===== config.mk =====
export PLATFORM = sky130hd
export DESIGN_NAME = matmult_scheduler
export DESIGN_NICKNAME = d
export VERILOG_FILES = /design/src/rtl/matmult_scheduler_pkg.sv /design/src/rtl/rr_arb2.sv /design/src/rtl/matmult_scheduler.sv
export SDC_FILE = /design/constraint.sdc
export NUM_CORES = 1
export LEC_CHECK = 0
export ABC_AREA = 0
export BUFFER_PORTS_ARGS = -buffer_cell sky130_fd_sc_hd__buf_2
export CORE_MARGIN = 1
export CORE_UTILIZATION = 30
export DETAILED_ROUTE_END_ITERATION = 10
export PLACE_DENSITY_LB_ADDON = 0.05
export SYNTH_ARGS = -nofsm -noshare
export SYNTH_HDL_FRONTEND = slang
export SYNTH_SLANG_ARGS = --single-unit

===== constraint.sdc =====
create_clock -name Clk -period 2.5 [get_ports Clk]
set_clock_uncertainty 0.2 [all_clocks]
set_input_delay 0.5 -clock Clk [delete_from_list [all_inputs] [get_ports Clk]]
set_output_delay 0.5 -clock Clk [all_outputs]
set_load 0.01 [all_outputs]

===== src/rtl/matmult_scheduler_pkg.sv =====
// -----------------------------------------------------------------------------
// matmult_scheduler_pkg
//   Shared definitions for the matrix-multiply job scheduler:
//     - EXECYCLE : kernel execution length in cycles (overridable by a
//                  compile-time define of the same name).
//     - PASS_CYC_DEFAULT : spacing between consecutive kernel Start pulses.
//       The kernel needs EXECYCLE cycles plus two cycles of turnaround.
//     - state_t  : scheduler FSM encoding (IDLE must stay 0 so that a reset
//                  drives the exported state to all zeros).
// -----------------------------------------------------------------------------
`ifndef EXECYCLE
`define EXECYCLE 16
`endif

package matmult_scheduler_pkg;

    localparam int EXECYCLE         = `EXECYCLE;
    localparam int PASS_CYC_DEFAULT = EXECYCLE + 2;

    typedef enum logic [1:0] {
        ST_IDLE  = 2'd0,
        ST_START = 2'd1,
        ST_RUN   = 2'd2,
        ST_DONE  = 2'd3
    } state_t;

    // Width of a counter that must hold values 0 .. n-1 (at least 1 bit).
    function automatic int cnt_width(input int n);
        return (n <= 2) ? 1 : $clog2(n);
    endfunction

endpackage


===== src/rtl/rr_arb2.sv =====
// -----------------------------------------------------------------------------
// rr_arb2
//   Two-requester round-robin picker.
//   When both requests are high, the requester that was not granted most
//   recently wins. After reset requester 0 has priority.
//
// Ports
//   Clk     in  1   rising-edge clock
//   Rst_n   in  1   asynchronous active-low reset (priority -> requester 0)
//   req     in  2   request vector
//   update  in  1   commit the current grant into the priority pointer
//   gnt     out 2   one-hot (or zero) grant, combinational from req
// -----------------------------------------------------------------------------
module rr_arb2 (
    input  logic       Clk,
    input  logic       Rst_n,
    input  logic [1:0] req,
    input  logic       update,
    output logic [1:0] gnt
);

    // prio_q names the requester that wins a tie.
    logic prio_q;

    always_comb begin
        gnt    = 2'b00;
        gnt[0] = req[0] & (~req[1] | ~prio_q);
        gnt[1] = req[1] & (~req[0] |  prio_q);
    end

    // After a grant, the other requester gets the tie-break.
    always_ff @(posedge Clk or negedge Rst_n) begin
        if (!Rst_n) begin
            prio_q <= 1'b0;
        end else if (update) begin
            if (gnt[0]) begin
                prio_q <= 1'b1;
            end else if (gnt[1]) begin
                prio_q <= 1'b0;
            end
        end
    end

endmodule


===== src/rtl/matmult_scheduler.sv =====
// -----------------------------------------------------------------------------
// matmult_scheduler
//   Schedules multi-pass jobs from two requesters onto one matmult kernel.
//   A job of Len passes issues one Kern_start per pass, PASS_CYC cycles
//   apart, then pulses Done of its owner. Abort ends a job at the next pass
//   boundary; a pass already started always runs to its boundary.
//
// Handshake
//   ReqN is a level held by requester N until it sees GntN (one-cycle pulse).
//   LenN is sampled on the grant edge only; later changes are ignored, as is
//   a Req dropped while the job runs. DoneN pulses once per granted job with
//   Aborted qualifying it; a job killed by reset produces no Done.
//
// Timeline for a Len=L job (cycle 0 = the cycle Gnt is high)
//   Kern_start at 0, PASS_CYC, 2*PASS_CYC, ... ; Done at L*PASS_CYC;
//   one IDLE cycle follows before the next grant can appear.
//   Len=0: Done appears at cycle 1, no Kern_start.
//
// Ports
//   Clk         in  1     rising-edge clock
//   Rst_n       in  1     asynchronous active-low reset
//   Req0, Req1  in  1     job requests (level)
//   Len0, Len1  in  LENW  passes requested
//   Abort       in  1     stop active job at next pass boundary
//   Gnt0, Gnt1  out 1     grant pulses
//   Kern_start  out 1     kernel Start pulse
//   Pass_idx    out LENW  pass currently in the kernel (address-bank offset)
//   Owner       out 1     requester owning the kernel, valid while Busy
//   Busy        out 1     a job is active
//   Done0,Done1 out 1     completion pulses
//   Aborted     out 1     qualifies Done: job ended early
//   State       out 2     FSM state (debug observation)
// -----------------------------------------------------------------------------
module matmult_scheduler
    import matmult_scheduler_pkg::*;
#(
    parameter int LENW     = 4,
    parameter int PASS_CYC = PASS_CYC_DEFAULT
) (
    input  logic            Clk,
    input  logic            Rst_n,
    input  logic            Req0,
    input  logic            Req1,
    input  logic [LENW-1:0] Len0,
    input  logic [LENW-1:0] Len1,
    input  logic            Abort,
    output logic            Gnt0,
    output logic            Gnt1,
    output logic            Kern_start,
    output logic [LENW-1:0] Pass_idx,
    output logic            Owner,
    output logic            Busy,
    output logic            Done0,
    output logic            Done1,
    output logic            Aborted,
    output state_t          State
);

    localparam int TW = cnt_width(PASS_CYC);
    localparam logic [TW-1:0] TIMER_LAST = TW'(PASS_CYC - 1);

    // -------------------------------------------------------------------------
    // Arbitration: only consulted while IDLE; the pointer moves on a grant.
    // -------------------------------------------------------------------------
    logic [1:0]      arb_req;
    logic [1:0]      arb_gnt;
    logic            arb_update;
    logic [LENW-1:0] sel_len;

    assign arb_req    = {Req1, Req0};
    assign arb_update = (State == ST_IDLE) && (arb_gnt != 2'b00);
    assign sel_len    = arb_gnt[1] ? Len1 : Len0;

    rr_arb2 u_arb (
        .Clk    (Clk),
        .Rst_n  (Rst_n),
        .req    (arb_req),
        .update (arb_update),
        .gnt    (arb_gnt)
    );

    // -------------------------------------------------------------------------
    // Job state
    // -------------------------------------------------------------------------
    logic [LENW-1:0] len_q;     // passes latched at grant
    logic [TW-1:0]   timer_q;   // cycle within the current pass
    logic            abort_q;   // sticky abort for the active job

    logic pass_boundary;
    logic last_pass;
    logic stop_now;

    assign pass_boundary = (timer_q == TIMER_LAST);
    assign last_pass     = (Pass_idx == (len_q - LENW'(1)));
    // An Abort arriving in the boundary cycle itself also counts.
    assign stop_now      = last_pass || abort_q || Abort;

    // -------------------------------------------------------------------------
    // FSM. Pulse outputs are registered on entry to the state that owns them:
    // Kern_start is high during the START cycle (which is pass cycle 0), and
    // Done is high during the final DONE cycle.
    // -------------------------------------------------------------------------
    always_ff @(posedge Clk or negedge Rst_n) begin
        if (!Rst_n) begin
            State      <= ST_IDLE;
            Gnt0       <= 1'b0;
            Gnt1       <= 1'b0;
            Kern_start <= 1'b0;
            Pass_idx   <= '0;
            Owner      <= 1'b0;
            Busy       <= 1'b0;
            Done0      <= 1'b0;
            Done1      <= 1'b0;
            Aborted    <= 1'b0;
            len_q      <= '0;
            timer_q    <= '0;
            abort_q    <= 1'b0;
        end else begin
            Gnt0       <= 1'b0;
            Gnt1       <= 1'b0;
            Kern_start <= 1'b0;

            if (Abort && Busy) begin
                abort_q <= 1'b1;
            end

            case (State)
                ST_IDLE: begin
                    abort_q <= 1'b0;
                    if (arb_gnt != 2'b00) begin
                        Gnt0     <= arb_gnt[0];
                        Gnt1     <= arb_gnt[1];
                        Owner    <= arb_gnt[1];
                        len_q    <= sel_len;
                        Pass_idx <= '0;
                        timer_q  <= '0;
                        Busy     <= 1'b1;
                        if (sel_len != '0) begin
                            Kern_start <= 1'b1;
                            State      <= ST_START;
                        end else begin
                            State <= ST_DONE;
                        end
                    end
                end

                ST_START: begin
                    // The START cycle was timer value 0.
                    timer_q <= TW'(1);
                    State   <= ST_RUN;
                end

                ST_RUN: begin
                    if (pass_boundary) begin
                        timer_q <= '0;
                        if (stop_now) begin
                            Done0   <= ~Owner;
                            Done1   <= Owner;
                            Aborted <= abort_q | Abort;
                            State   <= ST_DONE;
                        end else begin
                            Pass_idx   <= Pass_idx + LENW'(1);
                            Kern_start <= 1'b1;
                            State      <= ST_START;
                        end
                    end else begin
                        timer_q <= timer_q + TW'(1);
                    end
                end

                ST_DONE: begin
                    if (Done0 || Done1) begin
                        // Done has been shown; release the kernel.
                        Done0   <= 1'b0;
                        Done1   <= 1'b0;
                        Aborted <= 1'b0;
                        Busy    <= 1'b0;
                        abort_q <= 1'b0;
                        State   <= ST_IDLE;
                    end else begin
                        // Arrived straight from a Len=0 grant: the Done pulse
                        // still has to be issued.
                        Done0   <= ~Owner;
                        Done1   <= Owner;
                        Aborted <= abort_q | Abort;
                    end
                end

                default: begin
                    State <= ST_IDLE;
                end
            endcase
        end
    end

endmodule


[After elaboration in Yosys (flattened, before gate mapping)]
Index checks and enable logic that the tools add are counted.
Cells by class
  add/subtract/negate cells: 3
  mux-type cells: 43
  bitwise gates (word level): 9
  equality and inequality tests: 10
  reductions and logical operators: 19
Operator list (number)
  2-to-1 mux 1 bit: 23
  2-to-1 mux 4 bit: 4
  one-hot mux 5 bit (3 select lines): 1
  one-hot mux 1 bit (2 select lines): 6
  2-to-1 mux 2 bit: 5
  2-to-1 mux 5 bit: 2
  AND reduction 3 bit: 3
  inequality test 2 bit (second input constant): 4
  one-hot mux 2 bit (4 select lines): 1
  one-hot mux 4 bit (2 select lines): 1
  nonzero test 2 bit: 4
  AND reduction 2 bit: 3
  adder 5 x 1 -> 5 bit (second input constant): 1
  == test 5 bit (second input constant): 1
  adder 4 x 1 -> 4 bit (second input constant): 1
  == test 2 bit (second input constant): 2
  == test 4 bit: 1
  inverter 1 bit: 4
  AND reduction 4 bit: 1
  nonzero test 4 bit: 1
  subtractor 4 x 1 -> 4 bit (second input constant): 1
  logical OR 1 bit: 3
  bitwise OR 1 bit: 3
  nonzero test 3 bit: 1
  other kinds (5): 7
Word-level totals
  bits of input ports: 13
  register bits: 25
  output and inout port bits: 14
  logic and storage cells: 98

[Depth between registers and ports, before layout]
  word-level depth: 8
  depth in mapped cells: 9
  depth with buffers taken out: 7

[Hierarchy]
A second synthesis with hierarchy kept.
Unflattened totals
  cells, all modules: 148
  area total of the unflattened synthesis: 1432.6 um^2
Modules (own cells, without submodules)
  matmult_scheduler: cells an instance 142, sequential area each 600.6 um^2, area each 1377.6 um^2, instances 1
  rr_arb2: cells an instance 6, sequential area each 25.0 um^2, area each 55.1 um^2, instances 1

[Least setup slack after synthesis]
No wires, ideal clock.
  path kind: reg-to-reg
  start point: register State[0]
  end point: register Pass_idx[3]
  slack: 0.191 ns
  cell stages (with the launch flop): 9
  arrival: 2.031 ns
  required time: 2.222 ns
  clock period less this slack: 2.309 ns
  buffers on the path: 1
  library setup time: 0.078 ns
  path through: dfrtp_1 > inv_1 > ha_1 > clkbuf_1 > nor2b_1 > a31oi_1 > or2_2 > or4_1 > a21oi_1
On the way
  cells in the longest elaborated chain, start to end: 3
  elaborated cells on any way between the ends: 8
  classes of those cells: 4 x eq/ne; 1 x mux; 3 x reduce/logical
Ends and longest elaborated chain
  start, declared: line matmult_scheduler.sv:56  | output state_t State
  start signal, assigned: line matmult_scheduler.sv:105  | State <= ST_IDLE;
  start signal, assigned: line matmult_scheduler.sv:140  | State <= ST_START;
  start signal, assigned: line matmult_scheduler.sv:142  | State <= ST_DONE;
  == test 2 bit / logical NOT 2 bit (equally long branches): line matmult_scheduler.sv:127  | case (State)
  inequality test 2 bit (no line), or another cell as far along
  AND reduction 4 bit (no line)
  end signal, assigned: line matmult_scheduler.sv:162  | Pass_idx <= Pass_idx + LENW'(1);
  end, declared: line matmult_scheduler.sv:50  | output logic [LENW-1:0] Pass_idx,
Several ways; a longest one is shown, not always the timed one.
A chain may end at the register's enable or synchronous reset.

[Worst setup path after layout]
  start point: register len_q[0]
  end point: register Pass_idx[3]
On the way
  cells in the longest elaborated chain, start to end: 6
Ends and longest elaborated chain
  start, declared: line matmult_scheduler.sv:85  | logic [LENW-1:0] len_q;
  start signal, assigned: line matmult_scheduler.sv:134  | len_q <= sel_len;
  subtractor 4 x 1 -> 4 bit: line matmult_scheduler.sv:94  | assign last_pass = (Pass_idx == (len_q - LENW'(1)));
  == test 4 bit: line matmult_scheduler.sv:94
  logical OR 1 bit (2 in series): line matmult_scheduler.sv:96  | assign stop_now = last_pass || abort_q || Abort;
  inequality test 2 bit (no line)
  AND reduction 4 bit (no line)
No other way between the ends.

==> metrics.md <==
| Metric | Value |
|---|---|
| Register area | `626 µm²` |
| NumNets Final | `208` |
| Crit end category | `flop` |
| Final Slew Violations | `0` |
| CP Class | `flop to flop` |
| Gr usage total | `0.144` |
| Antenna-violating nets left | `0` |
| Met1 Resource Use GR | `0.182` |
| Critical path arrival | `2.36 ns` |
| Maximum VDD drop | `0.000387 V` |
| Primary FF master, synth | `dfrtp_1` |
| CTS tree | `yes` |
| Largest net degree at the start of global routing | `26` |
| Area of the mapped netlist | `1440 µm²` |
| Synth area leaders | `dfrtp_1 (43%), ha_1 (7.8%), o21ai_0 (5.9%)` |
| Crit Path Max Fanout | `6` |
| Flop-to-flop setup slack | `0.14 ns` |
| YS warnings | `0` |
| Post-synth EDFFs | `0` |
| Crit path largest cell delay | `0.50 ns` |
| Avg Inst Size Synth | `9.35 µm²` |
| Reg-to-reg critical path endpoint | `Pass_idx[3]` |
| Die height | `71.3 µm` |
| N_diodes | `0` |
| Via/cell ratio | `5.00` |
| Starting density of the core | `0.322` |
| Grt ovf | `0` |
| Synthesis-to-layout area growth | `18.2%` |
| Min Hold Slack | `0.0212 ns` |
| Setup violations, final | `0` |
| Post-synth top area share | `0.434` |
| Clk buf depth | `2` |
| Vias in the first global route | `1,244` |
| Worst-margin pin slew | `0.593 ns` |
| Hold/Removal Path Class | `primary input to asynchronous set/reset pin` |
| Top Ports | `27` |
| CTS clk-pin slew, worst paths | `0.09 ns` |
| Multi-input logic area | `764 µm²` |
| Status | `finished with violations` |
| Gr busiest metal | `met2` |
| Hold_buf cts | `0` |
| Setup ws final | `0.139 ns` |
| Unrepaired setup endpoints after global routing | `false` |
| Total Wirelength | `3320 µm` |
| Die X | `71.3 µm` |
| Syn Nets | `176` |
| Pre-CTS setup slack | `0.135 ns` |
| Grt met2 use | `0.251` |
| Met3 Usage GRT | `0.0267` |
| Filler cells | `448` |
| Async SR Flop Fraction | `1.00` |
| Routed length per instance | `14.0 µm` |
| Final min period | `2.36 ns` |
| First-pass GRT wire length | `5810 µm` |
| Remaining DRCs | `3` |
| Critical-path cell list | `inv_1 > ha_1 > xnor3_1 > and3_4 > and3_4 > or4_1 > a21oi_1` |
| Antenna violations before repair | `0` |
| Cell Rows | `24` |
| Fmax | `424 MHz` |
| Synth unique cells | `35` |
| CTS buffer count | `3` |
| Max_slew headroom | `0.605` |
| Via count | `1,186` |
| Final period util | `0.944` |
| Failing checks | `DRC` |
| Clk sinks | `25` |
| R2R Path Start | `len_q[0]` |
| Sum Neg Setup Slack | `0 ns` |
| Clk root buf | `clkbuf_8` |
| R2R cell count | `7` |
| TritonRoute pass-1 iters | `7` |
| Worst path most repeated cell | `and3_4` |
| Leak Pwr | `0.831 nW` |
| H-tree depth | `1` |
| Worst skew pair latency | `0.27 ns` |
| Power per cell area | `1080 nW/µm²` |
| Post-Syn Instances | `154` |
| CP required | `2.50 ns` |
| Number of max-cap violations | `0` |
| Sequential area share after synthesis | `0.434` |
| Total power | `1.84 mW` |
| Detail Placement HPWL | `2580 µm` |
| GPL Wtd Cong | `0.720` |
| Crit-path slowest cell | `or4_1` |
| Final Hold Fails | `0` |
| Ratio of cells with drive above 1 in the final layout | `0.216` |
| Yosys top cell by area | `dfrtp_1` |
| Startpoint Class | `flop` |
| Initial drt markers | `31` |
| Area of the die | `5080 µm²` |
| Number of port buffers | `26` |
| Yosys reg bits | `25` |
| Core ar. | `4470 µm²` |
[area by class of cell]
cell class	count	area share
inverters	11	0.0242
multi-input cells	115	0.449
repair buffers	30	0.0940
clock inverters	1	0.00294
flip-flops and latches	25	0.367
well taps	52	0.0382
clock buffers	3	0.0242
[metrics by stage]
stage	area, µm²	util	instances
after detailed placement	1650	0.370	233
after global placement	1650	0.370	233
after floorplan	1440	-	154
after global routing	1700	0.381	237
after CTS	1700	0.380	237
final	1700	0.381	237
[routing by layer]
| metal | wire length [µm] | vias up |
|---|---|---|
| li1 | - | 615 |
| met1 | 1560 | 552 |
| met2 | 1590 | 17 |
| met3 | 148 | 2 |
| met4 | 17 | 0 |
| met5 | 0 | - |
[state kept, by name, indices dropped and copies added (netlist names)]
signal	cells
Aborted	1
timer_q	5
len_q	4
Gnt0	1
Kern_start	1
Owner	1
Pass_idx	4
Gnt1	1
Done0	1
State	2
u_arb.prio_q	1
Done1	1
Busy	1
abort_q	1
[critical path, delay by kind of cell, from the launching register on]
family	cells	cell delay (ns)
and+or+nand+nor	3	0.89
DFF	1	0.43
xor gates and xnor gates	1	0.40
AOI/OAI and AO/OA	1	0.16
adders and majority gates	1	0.14
buffers and inverters	1	0.07
[synthesized netlist by cell type (2+ instances only)]
master     n
a31oi_1    4
ha_1       9
o21ai_0   17
clkbuf_1   3
a21oi_1    9
or2_2      2
o41ai_1    2
nand3_1    2
nand4_1    2
or4_1      2
dfrtp_1   25
and3_4     2
mux2i_1    6
nor2_1    13
nand2_1   16
o31ai_1    5
nor3_1     2
inv_1     11
nand2b_1   2
nor4_1     2
xor2_1     3
nor2b_1    2
[how the worst max path moves through the flow]
| stage | endpoint | start | slack (ns) | depth (start not counted) |
|---|---|---|---|---|
| after floorplan | Pass_idx[3] | State[0] | 0.19 | 8 |
| after global placement | Pass_idx[3] | len_q[0] | 0.22 | 7 |
| after detailed placement | Pass_idx[3] | State[0] | 0.13 | 7 |
| after CTS | Pass_idx[3] | State[0] | 0.10 | 7 |
| after global routing | Pass_idx[3] | State[1] | 0.04 | 7 |
| final | Pass_idx[3] | len_q[0] | 0.14 | 7 |
[where the power goes]
group,switching (mW),total (mW),internal [mW]
combinational,0.534,0.933,0.399
clock,0.136,0.247,0.112
sequential,0.116,0.655,0.539
total,0.786,1.84,1.05
[cell usage in the layout (no fill, tap or decap), types with 2 or more instances in the layout]
master / netlist / final
and3_4: 2 / 2
ha_1: 9 / 8
nor4_1: 2 / 2
or2_2: 2 / 2
o21ai_0: 17 / 17
o31ai_1: 5 / 5
nor2b_1: 2 / 2
xor2_1: 3 / 3
buf_2: 0 / 26
a31oi_1: 4 / 4
mux2i_1: 6 / 6
or4_1: 2 / 2
inv_1: 11 / 11
buf_4: 0 / 4
a21oi_1: 9 / 9
nor2_1: 13 / 13
nand2b_1: 2 / 2
nor3_1: 2 / 2
clkbuf_8: 0 / 3
dfrtp_1: 25 / 25
nand4_1: 2 / 2
nand2_1: 16 / 16
nand3_1: 2 / 2
o41ai_1: 2 / 2
[kinds of logic (layout without fill, tap and decap cells)]
| logic type | Yosys count | count (layout) | share of synthesized area |
|---|---|---|---|
| and+or+nand+nor | 50 | 50 | 0.181 |
| AOI/OAI and AO/OA | 45 | 45 | 0.189 |
| DFF | 25 | 25 | 0.434 |
| buffers and inverters | 14 | 45 | 0.0365 |
| adders and majority gates | 9 | 9 | 0.0782 |
| muxes | 6 | 6 | 0.0417 |
| xor gates and xnor gates | 5 | 5 | 0.0400 |
[repair_timing]
item / 4_1_cts / 5_1_grt
resized for setup: 0 / 1
endpoints found under the setup margin: 0 / 1
setup buffers: 0 / 0
(Power assumes the default switching activity.)
